[src/rtl/rvv_rs_fifo_mwmr.sv]
// Multi-write/multi-read reservation-station FIFO with flush, occupancy and sticky error flags.
// Pushes and pops are all-or-nothing per cycle; same-cycle pops never make room for pushes.
module rvv_rs_fifo_mwmr #(
  parameter int unsigned DWIDTH   = 64,
  parameter int unsigned DEPTH    = 8,
  parameter int unsigned NUM_PUSH = 2,
  parameter int unsigned NUM_POP  = 2,
  parameter int unsigned AFULL_TH = 2
) (
  input  logic                         clk,
  input  logic                         rst,
  input  logic                         flush,
  input  logic [NUM_PUSH-1:0]          push,
  input  logic [NUM_PUSH*DWIDTH-1:0]   push_data,
  input  logic [NUM_POP-1:0]           pop,
  output logic [NUM_POP*DWIDTH-1:0]    out_data,
  output logic [NUM_POP-1:0]           out_valid,
  output logic [$clog2(DEPTH+1)-1:0]   count,
  output logic                         full,
  output logic                         almost_full,
  output logic                         empty,
  output logic                         ovf_err,
  output logic                         unf_err,
  output logic                         proto_err
);

  localparam int unsigned CW = $clog2(DEPTH + 1);
  localparam int unsigned PW = (DEPTH > 1) ? $clog2(DEPTH) : 1;
  localparam logic [CW-1:0] DEPTH_C = CW'(DEPTH);

  logic [DWIDTH-1:0] mem [DEPTH];
  logic [PW-1:0]     wptr, rptr;
  logic [CW-1:0]     free, np, nq;
  logic [NUM_PUSH-1:0] push_inc;
  logic [NUM_POP-1:0]  pop_inc;
  logic              push_therm, pop_therm, push_ok, pop_ok;

  // A vector is thermometer-coded when adding one clears every set bit.
  always_comb begin
    push_inc   = push + NUM_PUSH'(1);
    pop_inc    = pop + NUM_POP'(1);
    push_therm = ((push & push_inc) == '0);
    pop_therm  = ((pop & pop_inc) == '0);
    np = '0;
    for (int unsigned i = 0; i < NUM_PUSH; i++) np = np + CW'(push[i]);
    nq = '0;
    for (int unsigned j = 0; j < NUM_POP; j++) nq = nq + CW'(pop[j]);
    free    = DEPTH_C - count;
    push_ok = push_therm && (np <= free) && !flush;
    pop_ok  = pop_therm && (nq <= count) && !flush;
  end

  always_ff @(posedge clk or posedge rst) begin
    if (rst) begin
      wptr      <= '0;
      rptr      <= '0;
      count     <= '0;
      ovf_err   <= 1'b0;
      unf_err   <= 1'b0;
      proto_err <= 1'b0;
    end else if (flush) begin
      wptr  <= '0;
      rptr  <= '0;
      count <= '0;
    end else begin
      if (push_ok) wptr <= wptr + PW'(np);
      if (pop_ok)  rptr <= rptr + PW'(nq);
      count <= count + (push_ok ? np : '0) - (pop_ok ? nq : '0);
      if (push_therm && (np > free))  ovf_err   <= 1'b1;
      if (pop_therm && (nq > count))  unf_err   <= 1'b1;
      if (!push_therm || !pop_therm)  proto_err <= 1'b1;
    end
  end

  always_ff @(posedge clk) begin
    if (push_ok) begin
      for (int unsigned i = 0; i < NUM_PUSH; i++)
        if (push[i]) mem[wptr + PW'(i)] <= push_data[i*DWIDTH +: DWIDTH];
    end
  end

  always_comb begin
    out_data  = '0;
    out_valid = '0;
    for (int unsigned j = 0; j < NUM_POP; j++) begin
      out_data[j*DWIDTH +: DWIDTH] = mem[rptr + PW'(j)];
      out_valid[j] = (32'(count) > j);
    end
    full        = (count == DEPTH_C);
    empty       = (count == '0);
    almost_full = (32'(free) < AFULL_TH);
  end

endmodule
[config.mk]
export PLATFORM = sky130hd
export DESIGN_NAME = rvv_rs_fifo_mwmr
export DESIGN_NICKNAME = d
export VERILOG_FILES = /design/src/rtl/rvv_rs_fifo_mwmr.sv
export SDC_FILE = /design/constraint.sdc
export NUM_CORES = 1
export LEC_CHECK = 0
export CORE_MARGIN = 2
export CORE_UTILIZATION = 53
export CTS_CLUSTER_SIZE = 30
export DETAILED_ROUTE_END_ITERATION = 8
export GPL_TIMING_DRIVEN = 0
export HOLD_SLACK_MARGIN = 0.03
export PLACE_DENSITY = 0.74
export SKIP_LAST_GASP = 1
export SLEW_MARGIN = 20
export SYNTH_ARGS = -nofsm -noshare
export SYNTH_HDL_FRONTEND = slang
export SYNTH_SLANG_ARGS = --single-unit
[constraint.sdc]
create_clock -name clk -period 19.8 [get_ports clk]
set_clock_uncertainty 0.1 [all_clocks]
set_input_delay 3.96 -clock clk [delete_from_list [all_inputs] [get_ports clk]]
set_output_delay 3.96 -clock clk [all_outputs]
set_load 0.02 [all_outputs]
==> metrics.yaml <==
async_flop_share: 0.0248
gr-total-overflow: 0
crit_arrival_ns: 4.34
cts-root-buf: "clkbuf_16"
die_w_um: 247
fin_util: 0.650
endpoint_kind: "output port"
worstHoldEndpoint: "unf_err"
area_delta_synth_final_pct: 20.6
syn_area_mm2: 0.0312
grt.total_usage: 0.293
port_buffers: 274
fmax_ghz: 0.119
clk_pin_slew_ns: 0.06
worstPathRequired_ns: 15.74
clk_latency_ns: 0.62
rows: 88
hold_buffers: 0
worst_pin_slew_ns: 1.07
synth_fp_nets: 1849
initial_core_util: 0.539
cts_tree: "built"
h-tree-depth: 2
synthTopCellsByCount: "edfxtp_1 (512), mux2_2 (447), mux4_2 (256), mux2_4 (196), buf_2 (60)"
yosys_warnings: 0
final_layout_size_suffix_gt1_frac: 0.541
finalHoldViolCount: 0
first_pass_iters: 5
yosysMostFrequentCell: "edfxtp_1"
yosysTopAreaCellShare: 0.492
critPathLaunchType: "register"
hp-start: "unf_err"
drtIter0Drc: 1807
synth_area_leader_cell: "edfxtp_1"
r2r-start: "count[0]"
routed-via-count: 18600
min_path_cells: 2
synth_cell_types: 40
cp_max_fo: 10
antenna_found_initial: 9
fin_crit_sh: 0.424
setup_viol: 0
max_cap_violations: 0
synth_edf_count: 512
first_global_vias: 20000
die_area_mm2: 0.0609
grt_max_degree: 15
synth.avg_cell_area_um2: 18.5
cts_buffers: 56
cts_setup_buffers: 0
power_leakage_nw: 13.2
crit_type: "reg -> out"
routabilityCongestion: 0.823
max_slew_margin: 0.285
drcViolationCount: 0
grt_first_pass_wirelength_mm: 129
cts_buffer_depth: 3
min_period_ns: 8.40
total_power_mw: 5.24
rsz0062_at_grt: "false"
cts.repair.resized: 0
outcome: "finished clean"
r2r_cells: 13
ys.flop_type: "edfxtp_1"
final_nets: 2235
r2r_setup_slack_ns: 15.47
core_mm2: 0.0579
synth_seq_cells: 525
ys_seq_area_frac: 0.503
netlist_instances: 1689
hp-class: "reg -> reg"
wirelength_mm: 88.5
powerDensity_mw_per_mm2: 139
ioPinCount: 275
ys_top_cells_by_area: "edfxtp_1 (49%), mux4_2 (18%), mux2_2 (16%)"
tns_ns: 0
final_max_slew_viol_count: 0
viasPerCell: 6.44
ir_drop_mv: 0.109
antenna_left: 0
cts_num_sinks: 525
reg2reg_to: "mem[4][20]"
die_y_um: 247
dp_hpwl_mm: 60.5
wl_per_cell_um: 30.6
-- cell families after synthesis --
logic type | Yosys count | share of synthesized area
multiplexers | 902 | 0.441
flip-flops | 525 | 0.503
buffers and inverters | 149 | 0.0263
AND/OR/NAND/NOR | 46 | 0.00814
AO/OA/AOI/OAI | 36 | 0.00906
adder cells (fa/ha/maj) | 25 | 0.0107
XOR/XNOR | 6 | 0.00168
-- metal layers --
layer  share of wire  track usage  vias up
met2            0.51        0.498      793
met3           0.074       0.0569      175
met1            0.39        0.381     9791
li1                -            -     7834
met4           0.029       0.0962       12
met5         0.00076            0        -
-- worst max path at each step --
stage | from | cells past startpoint | slack [ns] | to
after CTS | rptr[0] | 7 | 11.38 | out_data[63]
after detailed placement | push[0] | 12 | 11.72 | mem[4][26]
after global placement | push[0] | 8 | 2.06 | mem[0][25]
after global routing | rptr[0] | 7 | 11.27 | out_data[1]
final | rptr[0] | 7 | 11.40 | out_data[63]
after floorplan | push[0] | 7 | 9.06 | mem[1][0]
-- critical path, stage by stage, from the launching register on --
cell and delay [ns]:
dfrtp_1 0.46, clkbuf_1 0.37, buf_2 0.46, clkbuf_1 0.67
buf_2 0.48, mux4_2 0.36, mux2_2 0.27, clkdlybuf4s50_1 0.64
-- layout by cell type (no fill, tap or decap), types with 11 or more instances in the layout --
| cell | n |
|---|---|
| clkdlybuf4s50_1 | 274 |
| clkbuf_1 | 49 |
| edfxtp_1 | 512 |
| mux2_4 | 196 |
| inv_1 | 18 |
| mux2_2 | 447 |
| dfrtp_1 | 13 |
| buf_6 | 50 |
| nor2_1 | 13 |
| buf_8 | 28 |
| mux4_2 | 256 |
| buf_2 | 60 |
| ha_1 | 22 |
| clkinv_2 | 11 |
| clkbuf_16 | 57 |
-- area by class of cell --
cell class	instances	area, um2
diodes	5	12.5
flip-flops and latches	525	15700
multi-input cells	1015	14800
inverters	18	67.6
plain buffers	131	759
repair buffers	328	3470
fillers	4076	20300
clock inverters	31	313
clock buffers	72	1550
well taps	765	957
-- per-stage QoR --
stage,std cells,setup slack [ns],area (um2),hold WS (ns)
after floorplan,1689,9.06,31200,0.465
after global placement,2728,2.06,34900,0.370
after detailed placement,2782,11.72,35800,0.373
after CTS,2885,11.38,37600,0.398
after global routing,2886,11.27,37600,0.421
final,2890,11.40,37600,0.395
-- state kept, by name (all words and copies together) (netlist names) --
| register | cells |
|---|---|
| rptr | 3 |
| wptr | 3 |
| proto_err | 1 |
| unf_err | 1 |
| count | 4 |
| ovf_err | 1 |
| mem | 512 |
-- power by group --
part           total, mW  switching (mW)  internal (mW)
sequential          1.43          0.0594           1.38
combinational       2.73            1.39           1.34
clock               1.08           0.448          0.629
Note: power is estimated with default switching activity, not from simulation.
